===== config.mk =====
export PLATFORM = sky130hd
export DESIGN_NAME = boreal_feature_extract_mf
export DESIGN_NICKNAME = d
export VERILOG_FILES = /design/src/rtl/boreal_fe_pkg.sv /design/src/rtl/boreal_fe_weight_bank.sv /design/src/rtl/boreal_feature_extract_mf.sv
export SDC_FILE = /design/constraint.sdc
export NUM_CORES = 1
export LEC_CHECK = 0
export BUFFER_PORTS_ARGS = -buffer_cell sky130_fd_sc_hd__buf_4
export CORE_ASPECT_RATIO = 0.9
export CORE_UTILIZATION = 45
export DETAILED_ROUTE_END_ITERATION = 10
export GPL_ROUTABILITY_DRIVEN = 0
export PLACE_DENSITY = 0.6
export REMOVE_ABC_BUFFERS = 1
export SYNTH_ARGS = -nofsm -noshare
export SYNTH_HDL_FRONTEND = slang
export SYNTH_HIERARCHICAL = 1
export SYNTH_SLANG_ARGS = --single-unit

===== constraint.sdc =====
create_clock -name clk -period 10.8 [get_ports clk]
set_input_delay 2.16 -clock clk [delete_from_list [all_inputs] [get_ports clk]]
set_output_delay 2.16 -clock clk [all_outputs]
set_load 0.05 [all_outputs]

===== src/rtl/boreal_fe_pkg.sv =====
// -----------------------------------------------------------------------------
// boreal_fe_pkg
// Shared constants and helpers for the multi-feature spatial extractor.
//   DEF_*      : default parameter values for the extractor and its weight bank
//   idx_w()    : index width for an n-entry table (never less than 1 bit)
//   sat_shift(): arithmetic right shift followed by signed clamp to out_w bits
//   sat_hit()  : flag telling whether sat_shift() had to clamp
// -----------------------------------------------------------------------------
package boreal_fe_pkg;

    localparam int DEF_N_CH      = 8;
    localparam int DEF_N_FEAT    = 2;
    localparam int DEF_SAMPLE_W  = 16;
    localparam int DEF_WEIGHT_W  = 8;
    localparam int DEF_ACC_W     = 32;
    localparam int DEF_OUT_SHIFT = 8;
    localparam int DEF_OUT_W     = 16;

    // Working width for the shift/clamp helpers; accumulators are sign
    // extended into it so any ACC_W up to 64 is handled by one function.
    localparam int MAX_W = 64;

    function automatic int idx_w(input int n);
        return (n <= 1) ? 1 : $clog2(n);
    endfunction

    function automatic logic signed [MAX_W-1:0] sat_shift(
        input logic signed [MAX_W-1:0] sum,
        input int                      shift,
        input int                      out_w
    );
        logic signed [MAX_W-1:0] sh;
        logic signed [MAX_W-1:0] hi;
        logic signed [MAX_W-1:0] lo;
        sh = sum >>> shift;
        hi = (64'sd1 <<< (out_w - 1)) - 64'sd1;
        lo = -(64'sd1 <<< (out_w - 1));
        if (sh > hi) begin
            return hi;
        end else if (sh < lo) begin
            return lo;
        end
        return sh;
    endfunction

    function automatic logic sat_hit(
        input logic signed [MAX_W-1:0] sum,
        input int                      shift,
        input int                      out_w
    );
        logic signed [MAX_W-1:0] sh;
        logic signed [MAX_W-1:0] hi;
        logic signed [MAX_W-1:0] lo;
        sh = sum >>> shift;
        hi = (64'sd1 <<< (out_w - 1)) - 64'sd1;
        lo = -(64'sd1 <<< (out_w - 1));
        return (sh > hi) || (sh < lo);
    endfunction

endpackage


===== src/rtl/boreal_fe_weight_bank.sv =====
// -----------------------------------------------------------------------------
// boreal_fe_weight_bank
// Double-buffered weight storage. Writes land in the shadow bank; a commit
// request arms a pending flag and the whole shadow bank is copied to the
// active bank on the first cycle the datapath reports a safe boundary.
// Ports:
//   clk, rst_n   : clock, async active-low reset (clears both banks)
//   i_w_en       : shadow write strobe
//   i_w_feat     : feature index of the write (out-of-range ignored)
//   i_w_ch       : channel index of the write (out-of-range ignored)
//   i_w_data     : signed weight value
//   i_commit     : request a shadow-to-active copy
//   i_copy_ok    : datapath is at a frame boundary this cycle
//   o_pending    : commit requested but not yet applied
//   o_active_w   : active bank, weight [f][c] at [(f*N_CH+c)*WEIGHT_W +: WEIGHT_W]
// -----------------------------------------------------------------------------
module boreal_fe_weight_bank
    import boreal_fe_pkg::*;
#(
    parameter int N_CH     = DEF_N_CH,
    parameter int N_FEAT   = DEF_N_FEAT,
    parameter int WEIGHT_W = DEF_WEIGHT_W
)(
    input  logic                              clk,
    input  logic                              rst_n,
    input  logic                              i_w_en,
    input  logic [idx_w(N_FEAT)-1:0]          i_w_feat,
    input  logic [idx_w(N_CH)-1:0]            i_w_ch,
    input  logic signed [WEIGHT_W-1:0]        i_w_data,
    input  logic                              i_commit,
    input  logic                              i_copy_ok,
    output logic                              o_pending,
    output logic [N_FEAT*N_CH*WEIGHT_W-1:0]   o_active_w
);

    logic signed [WEIGHT_W-1:0] r_shadow [N_FEAT][N_CH];
    logic signed [WEIGHT_W-1:0] r_active [N_FEAT][N_CH];
    logic                       r_pending;
    logic                       w_copy;
    logic                       w_wr_ok;

    assign w_copy  = r_pending && i_copy_ok;
    assign w_wr_ok = i_w_en && (int'(i_w_feat) < N_FEAT) && (int'(i_w_ch) < N_CH);

    always_ff @(posedge clk or negedge rst_n) begin
        if (!rst_n) begin
            for (int f = 0; f < N_FEAT; f++) begin
                for (int c = 0; c < N_CH; c++) begin
                    r_shadow[f][c] <= '0;
                end
            end
        end else if (w_wr_ok) begin
            r_shadow[i_w_feat][i_w_ch] <= i_w_data;
        end
    end

    // The copy samples r_shadow before this edge's write, so a write that
    // collides with the copy waits in shadow for the next commit.
    always_ff @(posedge clk or negedge rst_n) begin
        if (!rst_n) begin
            for (int f = 0; f < N_FEAT; f++) begin
                for (int c = 0; c < N_CH; c++) begin
                    r_active[f][c] <= '0;
                end
            end
        end else if (w_copy) begin
            for (int f = 0; f < N_FEAT; f++) begin
                for (int c = 0; c < N_CH; c++) begin
                    r_active[f][c] <= r_shadow[f][c];
                end
            end
        end
    end

    // A commit arriving while one is already pending (including on the copy
    // edge itself) is absorbed.
    always_ff @(posedge clk or negedge rst_n) begin
        if (!rst_n) begin
            r_pending <= 1'b0;
        end else if (w_copy) begin
            r_pending <= 1'b0;
        end else if (i_commit) begin
            r_pending <= 1'b1;
        end
    end

    assign o_pending = r_pending;

    for (genvar f = 0; f < N_FEAT; f++) begin : g_feat
        for (genvar c = 0; c < N_CH; c++) begin : g_ch
            assign o_active_w[(f*N_CH + c)*WEIGHT_W +: WEIGHT_W] = r_active[f][c];
        end
    end

endmodule


===== src/rtl/boreal_feature_extract_mf.sv =====
// -----------------------------------------------------------------------------
// boreal_feature_extract_mf
// Reduces a channel-serial sample stream to N_FEAT weighted sums per frame,
// shifts and clamps each sum to OUT_W bits, and flags misaligned frame starts.
// Ports:
//   clk, rst_n      : clock, async active-low reset
//   s_valid         : sample beat valid (no backpressure)
//   s_first         : channel-0 marker, qualified by s_valid
//   s_data          : signed sample
//   w_en/w_feat/w_ch/w_data : shadow weight write port
//   w_commit        : request shadow-to-active weight copy
//   commit_pending  : commit requested, not yet applied
//   m_valid         : one-cycle pulse when m_features/m_sat update
//   m_features      : feature f at [f*OUT_W +: OUT_W], held between frames
//   m_sat           : per-feature clamp flag for the current m_features
//   frame_err       : one-cycle pulse after an s_first seen mid-frame
//   ch_idx          : channel index expected on the next beat
// -----------------------------------------------------------------------------
module boreal_feature_extract_mf
    import boreal_fe_pkg::*;
#(
    parameter int N_CH      = DEF_N_CH,
    parameter int N_FEAT    = DEF_N_FEAT,
    parameter int SAMPLE_W  = DEF_SAMPLE_W,
    parameter int WEIGHT_W  = DEF_WEIGHT_W,
    parameter int ACC_W     = DEF_ACC_W,
    parameter int OUT_SHIFT = DEF_OUT_SHIFT,
    parameter int OUT_W     = DEF_OUT_W
)(
    input  logic                          clk,
    input  logic                          rst_n,
    input  logic                          s_valid,
    input  logic                          s_first,
    input  logic signed [SAMPLE_W-1:0]    s_data,
    input  logic                          w_en,
    input  logic [idx_w(N_FEAT)-1:0]      w_feat,
    input  logic [idx_w(N_CH)-1:0]        w_ch,
    input  logic signed [WEIGHT_W-1:0]    w_data,
    input  logic                          w_commit,
    output logic                          commit_pending,
    output logic                          m_valid,
    output logic [N_FEAT*OUT_W-1:0]       m_features,
    output logic [N_FEAT-1:0]             m_sat,
    output logic                          frame_err,
    output logic [idx_w(N_CH)-1:0]        ch_idx
);

    localparam int            CW      = idx_w(N_CH);
    localparam int            PW      = SAMPLE_W + WEIGHT_W;
    localparam logic [CW-1:0] LAST_CH = CW'(N_CH - 1);

    logic [CW-1:0]                      r_ch;
    logic signed [ACC_W-1:0]            r_acc [N_FEAT];
    logic [N_FEAT*OUT_W-1:0]            r_feat;
    logic [N_FEAT-1:0]                  r_sat;
    logic                               r_valid;
    logic                               r_err;

    logic [N_FEAT*N_CH*WEIGHT_W-1:0]    w_active;
    logic                               w_restart;
    logic                               w_last;
    logic                               w_copy_ok;
    logic [CW-1:0]                      w_eff_ch;
    logic signed [WEIGHT_W-1:0]         w_wsel [N_FEAT];
    logic signed [PW-1:0]               w_prod [N_FEAT];
    logic signed [ACC_W-1:0]            w_base [N_FEAT];
    logic signed [ACC_W-1:0]            w_ext  [N_FEAT];
    logic signed [ACC_W-1:0]            w_sum  [N_FEAT];

    // A frame start seen mid-frame drops the partial sum and treats the beat
    // as channel 0; since N_CH >= 2 such a beat can never also be the last.
    assign w_restart = s_valid && s_first && (r_ch != '0);
    assign w_eff_ch  = w_restart ? '0 : r_ch;
    assign w_last    = s_valid && (w_eff_ch == LAST_CH);

    // Safe points for a weight copy: idle at a frame boundary, or the edge
    // that completes a frame (whose sum already used the old bank).
    assign w_copy_ok = ((r_ch == '0) && !s_valid) || w_last;

    boreal_fe_weight_bank #(
        .N_CH     (N_CH),
        .N_FEAT   (N_FEAT),
        .WEIGHT_W (WEIGHT_W)
    ) u_bank (
        .clk        (clk),
        .rst_n      (rst_n),
        .i_w_en     (w_en),
        .i_w_feat   (w_feat),
        .i_w_ch     (w_ch),
        .i_w_data   (w_data),
        .i_commit   (w_commit),
        .i_copy_ok  (w_copy_ok),
        .o_pending  (commit_pending),
        .o_active_w (w_active)
    );

    always_comb begin
        for (int f = 0; f < N_FEAT; f++) begin
            w_wsel[f] = w_active[(f*N_CH + int'(w_eff_ch))*WEIGHT_W +: WEIGHT_W];
            w_prod[f] = PW'(s_data) * PW'(w_wsel[f]);
            w_ext[f]  = ACC_W'(w_prod[f]);
            w_base[f] = w_restart ? '0 : r_acc[f];
            w_sum[f]  = w_base[f] + w_ext[f];
        end
    end

    always_ff @(posedge clk or negedge rst_n) begin
        if (!rst_n) begin
            r_ch    <= '0;
            r_feat  <= '0;
            r_sat   <= '0;
            r_valid <= 1'b0;
            r_err   <= 1'b0;
            for (int f = 0; f < N_FEAT; f++) begin
                r_acc[f] <= '0;
            end
        end else begin
            r_valid <= w_last;
            r_err   <= w_restart;
            if (s_valid) begin
                if (w_last) begin
                    r_ch <= '0;
                    for (int f = 0; f < N_FEAT; f++) begin
                        r_acc[f] <= '0;
                        r_feat[f*OUT_W +: OUT_W] <=
                            OUT_W'(sat_shift(MAX_W'(w_sum[f]), OUT_SHIFT, OUT_W));
                        r_sat[f] <= sat_hit(MAX_W'(w_sum[f]), OUT_SHIFT, OUT_W);
                    end
                end else begin
                    r_ch <= w_eff_ch + CW'(1);
                    for (int f = 0; f < N_FEAT; f++) begin
                        r_acc[f] <= w_sum[f];
                    end
                end
            end
        end
    end

    assign ch_idx     = r_ch;
    assign m_valid    = r_valid;
    assign m_features = r_feat;
    assign m_sat      = r_sat;
    assign frame_err  = r_err;

endmodule


# After elaboration in Yosys (flattened, before gate mapping)
# Index checks and enable logic that the tools add are counted.
# word_totals
regBits	360
input_bits	34
output_inout_bits	40
word_cells	100
# classes
addsub	4
mul	2
order_cmp	8
n_eq_ne	1
n_shift	2
muxes	26
bitwise	2
n_reduce_logical	15
# ops
operator	n
128-bit bitwise mux	1
64-bit two-way mux	2
128-bit by 7-bit variable part select with 8-bit output	1
128-bit by 9-bit variable part select with 8-bit output	1
16-bit two-way mux	6
32-bit by 24-bit adder with 32-bit output	2
64-bit demux with 1-bit select	1
32-bit two-way mux	2
24-bit by 16-bit greater-than comparator with 1-bit output (second input constant)	2
24-bit by 16-bit less-than comparator with 1-bit output (second input constant)	2
16-bit by 8-bit multiplier with 24-bit output	2
8-bit demux with 3-bit select	1
1-bit two-way mux	10
8-bit two-way mux	1
1-bit logical AND	7
3-bit two-way mux	2
4-bit by 3-bit adder with 5-bit output (first input constant)	1
4-bit greater-or-equal comparator (second input constant)	1
4-bit by 1-bit less-than comparator with 1-bit output (second input constant)	1
3-bit NOT with 4-bit output	1
3-bit by 1-bit adder with 3-bit output (second input constant)	1
3-bit == test (second input constant)	1
3-bit zero test	1
1-bit logical OR	3
7 further kinds	7

# Longest topological paths before layout
# Gate-level depths: netlist (run 1).
# depth
word_depth	13
mapped_depth	32
mapped_depth_nobuf	31

# Cells and area by module
# The synthesis (run 1) kept the hierarchy.
# by_module_without_submodules
module	instances	cells_each	area_each_um2	seq_area_each_um2
boreal_feature_extract_mf	1	1887	17862.1	2577.5
boreal_fe_weight_bank	1	568	9690.5	6431.2

# Worst setup path before layout (run 1)
# Ideal clock, no wire load.
# synth_timing
path_kind	input-to-reg
from	in s_valid
to	reg r_feat[10], in the netlist m_features[10]
setup_ns	0.067
arrival_time_ns	9.756
required_time_ns	10.733
path_slack_ns	0.977
cell_stages	26
path_buffers	3
cell_sequence	nand2_1 > nand2_1 > clkbuf_1 > clkbuf_1 > a221oi_1 > o31ai_1 > and2_1 > fa_1 > fa_1 > fa_1 > inv_1 > fa_1 > inv_1 > ha_1 > ha_1 > and4_1 > or4_1 > o22a_1 > and3_1 > a221oi_1 > xor2_1 > nor4_1 > nand4b_1 > o31ai_1 > clkbuf_1 > a221o_1
# synth_between
elab_chain_len	12
elab_cells_between_ends	18
cone_classes	add/sub (1); mul (1); order compare (2); eq/ne (1); shift (1); mux (8); reduce/logical (4)
# synth_lines
element	line	text
start, declared	boreal_feature_extract_mf.sv:32	input logic s_valid,
1-bit logical AND (2 in a row)	boreal_feature_extract_mf.sv:72	assign w_restart = s_valid && s_first && (r_ch != '0);
3-bit two-way mux	boreal_feature_extract_mf.sv:73	assign w_eff_ch = w_restart ? '0 : r_ch;
128-bit by 7-bit variable part select with 8-bit output	boreal_feature_extract_mf.sv:99	w_wsel[f] = w_active[(f*N_CH + int'(w_eff_ch))*WEIGHT_W +: WEIGHT_W];
16-bit by 8-bit multiplier with 24-bit output	boreal_feature_extract_mf.sv:100	w_prod[f] = PW'(s_data) * PW'(w_wsel[f]);
32-bit by 24-bit adder with 32-bit output	boreal_feature_extract_mf.sv:103	w_sum[f] = w_base[f] + w_ext[f];
24-bit by 16-bit less-than comparator with 1-bit output	boreal_fe_pkg.sv:40	end else if (sh < lo) begin
1-bit two-way mux	boreal_fe_pkg.sv:40	
1-bit two-way mux	boreal_fe_pkg.sv:38	if (sh > hi) begin
1-bit two-way mux	boreal_feature_extract_mf.sv:121	if (w_last) begin
1-bit two-way mux	boreal_feature_extract_mf.sv:120	if (s_valid) begin
16-bit two-way mux	boreal_fe_pkg.sv:43	return sh;
end signal, assigned by index	boreal_feature_extract_mf.sv:125	r_feat[f*OUT_W +: OUT_W] <=
end, declared	boreal_feature_extract_mf.sv:54	logic [N_FEAT*OUT_W-1:0] r_feat;
# Several ways; a longest one is shown, not always the timed one. The select of a mux whose other input is x is not followed.
# A chain may end at the register's enable or synchronous reset.

# Worst setup path after layout (run 1)
# layout_timing
from	in s_valid
to	reg r_feat[12], in the netlist m_features[12]
# Same word-level chain as after synthesis.

==> metrics.cfg, run 1 <==
[clock_network]
cts_setup_buffers = 0
clkSinkCount = 360
cts_root_buffer = clkbuf_16
insertion_delay_ps = 590
ctsResizeCount = 0
htree_levels = 2
cts_buffer_depth = 3
cts_buffers = 41
cts_tree = done
clk_pin_slew_ps = 60
postCtsHoldBufs = 0

[grt]
grt_pass1_wl_mm = 108
grt_max_degree = 181
antenna_found_initial = 5
grt_pass1_vias = 19600
gr-total-overflow = 0
grt.total_usage_pct = 21.8

[worst_setup_path]
end_kind = register
critPathMaxFanout = 16
max_stage_delay_ps = 1000
r2r_start = ch_idx[0]$_DFFE_PN0P_
cp.required_ps = 11310
crit_start = s_valid
crit_arrival_ps = 10590
crit_path_start_kind = primary input
cp_slowest_cell = a31oi_1
path_class = in2reg
cpMostUsedCell = fa_1

[placed_design]
hpwl_mm = 47.7
dp.cells = 3246
port_buffers = 73
dpl_worst_slack_ps = 117
place_area_um2 = 29000

[synthesis]
synth_fa_ha_area_share_pct = 29.7
synth-xor-area-share_pct = 1.97
synth_top_family_by_area = adder cells
synth_mux_area_share_pct = 11.9
ys_warn_count = 6
synthCells = 2455
ys_seq_elements = 360
avgSynthCellArea_um2 = 11.2
ys_types = 83
ys_seq_area_share_pct = 32.7
synthArstFlopShare_pct = 100
synthesis.area_um2 = 27600
synthSimpleGateAreaFrac_pct = 10.2
yosys_most_used_dff = dfrtp_1
synth_compound_area_share_pct = 7.57
synth_edf_count = 0

[sta]
fin_crit_sh_pct = 93.3
setup_slack_ps = 719
skew_ps = 28.9
worstMarginPinSlew_ps = 1290
maxSlewHeadroom_pct = 13.3
rsz0062_at_grt = false
finalMaxSlewViolations = 0
finalSetupViolCount = 0
period_needed_ps = 10080
hold_viol_final = 0
fmax_mhz = 99.2

[die]
die-height_um = 237
ios = 74
die_x_um = 263
dieArea_um2 = 62200
initial_core_util_pct = 45.8
core-area_um2 = 60200
rows = 85

[final_layout]
design_area_um2 = 30400
drive_above_1_share_pct = 18.5
final_cells = 3320
layout.nets = 3002
final_util_pct = 50.5
synthToLayoutAreaGrowth_pct = 10.4

[routing]
via_per_inst = 5.45
vias = 18100
wirelength_mm = 65.3
first_pass_iters = 6
drcViolationCount = 0
drtIter0Drc = 984
wl_per_cell_um = 19.7
antenna_left = 0

[run_status]
outcome = complete, no violations

[hold_path]
hp-start = u_bank/r_shadow[75]$_DFFE_PN0P_
hp-class = reg2reg

[run]
maxCapViolCount = 0

layer usage:
| metal | wire length [um] | up-vias | GRT usage (%) |
|---|---|---|---|
| met2 | 31400 | 354 | 36.1 |
| met5 | 13 | - | 0 |
| li1 | - | 8196 | - |
| met1 | 30000 | 9462 | 30.3 |
| met4 | 1190 | 2 | 5.78 |
| met3 | 2780 | 71 | 2.97 |
through the flow:
step           setup TNS (ps)  hold WS [ps]
2_1_floorplan           -1440           454
3_3_place_gp                0           464
3_5_place_dp                0           472
4_1_cts                     0           486
5_1_grt                     0           501
6_report                    0           483
placed cells by master (no fill, tap or decap), types with 8 or more instances in the layout:
cell	instances
o21bai_1	8
buf_4	112
inv_1	306
nor2_2	9
o22ai_1	42
nand2b_1	31
nor2_1	148
or3_1	8
mux2_4	16
a211oi_1	8
nand3_1	13
xor2_1	19
a221o_1	15
and2_1	110
and3_1	9
a21o_1	16
xnor2_1	43
mux4_2	12
ha_1	142
mux2_1	32
dfrtp_1	360
mux2_2	211
fa_1	320
a221oi_1	25
nor3_1	9
nor2b_1	8
nand2_1	187
a31oi_1	11
clkbuf_16	42
a21oi_1	60
o21ai_0	46
cells in the mapped netlist, drive strengths merged (42+ instances only):
cell,n,share of area (%)
dfrtp,360,33
fa,320,23
inv,306,4.2
mux2,259,11
nand2,192,2.7
nor2,157,2.2
ha,142,6.4
and2,110,2.5
clkbuf,81,1.1
a21oi,66,1.3
o21ai,49,0.89
xnor2,43,1.4
o22ai,42,0.95
worst max-delay path, delay by kind of cell:
family / cells / cell delay [ps]
adders and majority gates: 6 / 2720
AOI/OAI and AO/OA: 8 / 2460
buffers and inverters: 4 / 530
and+or+nand+nor: 8 / 2460
xor gates and xnor gates: 1 / 220
registers in the layout (all words and copies together) (netlist names):
signal / flops
m_valid: 1
frame_err: 1
r_acc: 64
m_sat: 2
ch_idx: 3
m_features: 32
u_bank/r_shadow: 128
u_bank/o_pending: 1
u_bank/o_active_w: 128
cell families after synthesis:
family / Yosys count
AOI/OAI and AO/OA: 301
xor gates and xnor gates: 62
adders and majority gates: 462
buffers and inverters: 419
DFF: 360
muxes: 275
and+or+nand+nor: 576
worst paths after layout:
check / endpoint / slack (ps) / cells after the start
worst max-delay path: m_features[12]$_DFFE_PN0P_ / 720 / 27
worst min-delay path: u_bank/r_shadow[75]$_DFFE_PN0P_ / 480 / 1
worst max register to register: m_features[12]$_DFFE_PN0P_ / 1760 / 26
worst min register to register: u_bank/r_shadow[75]$_DFFE_PN0P_ / 480 / 1
max in group asynchronous: u_bank/o_active_w[21]$_DFFE_PN0P_ / 7510 / 2
min in group asynchronous: r_acc[5]$_DFFE_PN0P_ / 1630 / 1
cell type report:
cell class	instances	area (um2)
Antenna cell	3	7.51
Clock buffer	55	1170
Clock inverter	16	250
Fill cell	5369	29800
Inverter	312	1170
Multi-Input combinational cell	1676	16900
Sequential cell	360	9010
Tap cell	783	980
Timing Repair Buffer	115	896
Power of run 1 is left out: the tool's default activity adds up to more than one toggle a clock period on the data nets, which glitch-free logic cannot reach.
==> inputs of run 2 (changes only) <==
- ABC_AREA: unset -> 1
- clock period: 10.8 -> 12.98 ns (I/O delays scaled with it)
==> metrics.cfg, run 2 <==
[final_layout]
layout.nets = 4108  ; +37%
drive_above_1_share_pct = 7.08  ; -11 points
antenna_cells = 0  ; -3
design_area_um2 = 31900  ; +4.9%
synthToLayoutAreaGrowth_pct = 9.14
n_fill_cell = 6309  ; +18%
final_common_cell = nand2_1
final_cell_mix = 1241 x nand2_1, 468 x inv_1, 382 x nor2_1, 360 x dfrtp_1, 320 x fa_1

[sta]
finalSetupViolCount = 0  ; unchanged
hold_viol_final = 0  ; unchanged
worstMarginPinSlew_ps = 1090  ; -207 ps
rsz0062_at_grt = false
finalSetupTns_ps = 0  ; unchanged
skew_ps = 30.7  ; +1.84 ps
period_needed_ps = 9860
fmax_mhz = 101
maxSlewHeadroom_pct = 27.4  ; +14 points
fin_crit_sh_pct = 76.0
finalMaxSlewViolations = 0  ; unchanged

[routing]
via_per_inst = 5.18  ; -4.9%
wirelength_mm = 81.5  ; +25%
first_pass_iters = 5  ; -1
drcViolationCount = 0  ; unchanged
antenna_left = 0  ; unchanged
drtIter0Drc = 1917  ; +95%
vias = 23300  ; +29%
wl_per_cell_um = 18.1  ; -7.9%

[synthesis]
synth_top_area_cell = dfrtp_1
synthCells = 3609  ; +47%
ys_seq_area_share_pct = 30.8  ; -1.9 points
ys_seq_elements = 360  ; unchanged
synthesis.area_um2 = 29300  ; +6.2%
ys_warn_count = 6  ; unchanged
netlist_top_cells_count = 1243 x nand2_1, 469 x inv_1, 387 x nor2_1
synth_area_leaders = dfrtp_1 31%, fa_1 22%, nand2_1 16%
synth_top_area_share_pct = 30.8  ; -1.9 points
ys_types = 48  ; -42%
yosys_most_used_dff = dfrtp_1
avgSynthCellArea_um2 = 8.11  ; -28%
synth_edf_count = 0  ; unchanged
yosysMostFrequentCell = nand2_1
synthArstFlopShare_pct = 100  ; unchanged

[die]
die-height_um = 244  ; +3.0%
die_x_um = 271  ; +3.0%
core-area_um2 = 64200  ; +6.6%
dieArea_um2 = 66000  ; +6.1%
rows = 88  ; +3.5%
ios = 74  ; unchanged
initial_core_util_pct = 45.6  ; -0.19 points

[clock_network]
htree_levels = 2  ; unchanged
clkSinkCount = 360  ; unchanged
ctsResizeCount = 0  ; unchanged
cts_buffers = 43  ; +4.9%
insertion_delay_ps = 600  ; about the same
cts_tree = done
cts_setup_buffers = 0  ; unchanged
clk_pin_slew_ps = 60  ; about the same
postCtsHoldBufs = 0  ; unchanged
cts_root_buffer = clkbuf_16
cts_buffer_depth = 3  ; unchanged

[placed_design]
hpwl_mm = 58.8  ; +23%
port_buffers = 73  ; unchanged
place_area_um2 = 30400  ; +4.9%

[worst_setup_path]
cp.required_ps = 13440  ; +2130 ps
max_stage_delay_ps = 580  ; -420 ps
crit_arrival_ps = 10320  ; -270 ps
end_kind = register
critPathMaxFanout = 31  ; +15
path_class = in2reg
crit_path_start_kind = primary input
cp_slowest_cell = fa_1
cpMostUsedCell = nand2_1

[grt]
grt_max_degree = 149  ; -18%
grt_pass1_wl_mm = 134  ; +25%
gr-total-overflow = 0  ; unchanged
antenna_found_initial = 3  ; -2
grt_pass1_vias = 23500  ; +20%
grt.total_usage_pct = 25.8  ; +3.9 points

[run]
maxCapViolCount = 0  ; unchanged

[run_status]
outcome = complete, no violations

[hold_path]
hp-class = reg2reg

-- run 2: changes by cell type after synthesis, moves of 72 or more --
cell	delta
mux2_2	-211
nor2_1	+239
nand2_1	+1055
inv_1	+163
nand3_1	+72
and2_1	-107
-- run 2: layout make-up --
type	instances	area (um2)	share of cell area, %
Multi-Input combinational cell	2614	17700	55.4
Sequential cell	360	9010	28.2
Inverter	490	1850	5.81
Clock buffer	58	1230	3.86
Tap cell	855	1070	3.35
Timing Repair Buffer	103	793	2.48
Clock inverter	17	277	0.866
-- run 2: logic make-up (layout without fill, tap and decap cells) --
logic type / after synthesis / in the layout / share of synthesized area, %
fa+ha+maj: 462 / 462 / 28.0
flops: 360 / 360 / 30.8
xor+xnor: 49 / 49 / 1.49
simple gates: 1839 / 1839 / 25.5
buf+inv: 635 / 668 / 8.83
compound gates: 264 / 264 / 5.38
-- run 2: worst max-delay path, delay by kind of cell --
family / cells / cell delay (ps)
simple gates: 20 / 2740
fa+ha+maj: 6 / 2840
compound gates: 1 / 220
buf+inv: 9 / 1860
-- run 2: stage by stage --
stage	utilization (%)	cells	setup slack, ps	hold WS, ps
after global routing	49.7	4497	2510	475
after floorplan	-	3464	2900	436
final	49.7	4497	3120	452
after global placement	47.4	4422	2600	446
after detailed placement	47.4	4422	2610	451
after CTS	49.7	4497	3200	450
-- run 2: routing by layer --
layer  global-route usage [%]  up-vias  wire length (um)  share of wire, %
met2                     37.7      618             34500                42
met1                     39.6    11500             39700                49
met4                     6.05        6              1780               2.2
met3                     4.38      105              5430               6.7
met5                        0        -                41             0.050
li1                         -    11100                 -                 -
-- run 2: final timing paths --
path	start	end	depth (start not counted)	slack (ps)
max reg2reg	ch_idx[0]$_DFFE_PN0P_	m_features[9]$_DFFE_PN0P_	29	4780
max	s_valid	m_features[23]$_DFFE_PN0P_	36	3120
min reg2reg	u_bank/r_shadow[10]$_DFFE_PN0P_	u_bank/o_active_w[114]$_DFFE_PN0P_	2	450
max in group asynchronous	rst_n	u_bank/r_shadow[36]$_DFFE_PN0P_	3	8860
min in group asynchronous	rst_n	m_features[9]$_DFFE_PN0P_	1	1990
min	u_bank/r_shadow[10]$_DFFE_PN0P_	u_bank/o_active_w[114]$_DFFE_PN0P_	2	450
Power of run 2 is left out for the same reason.
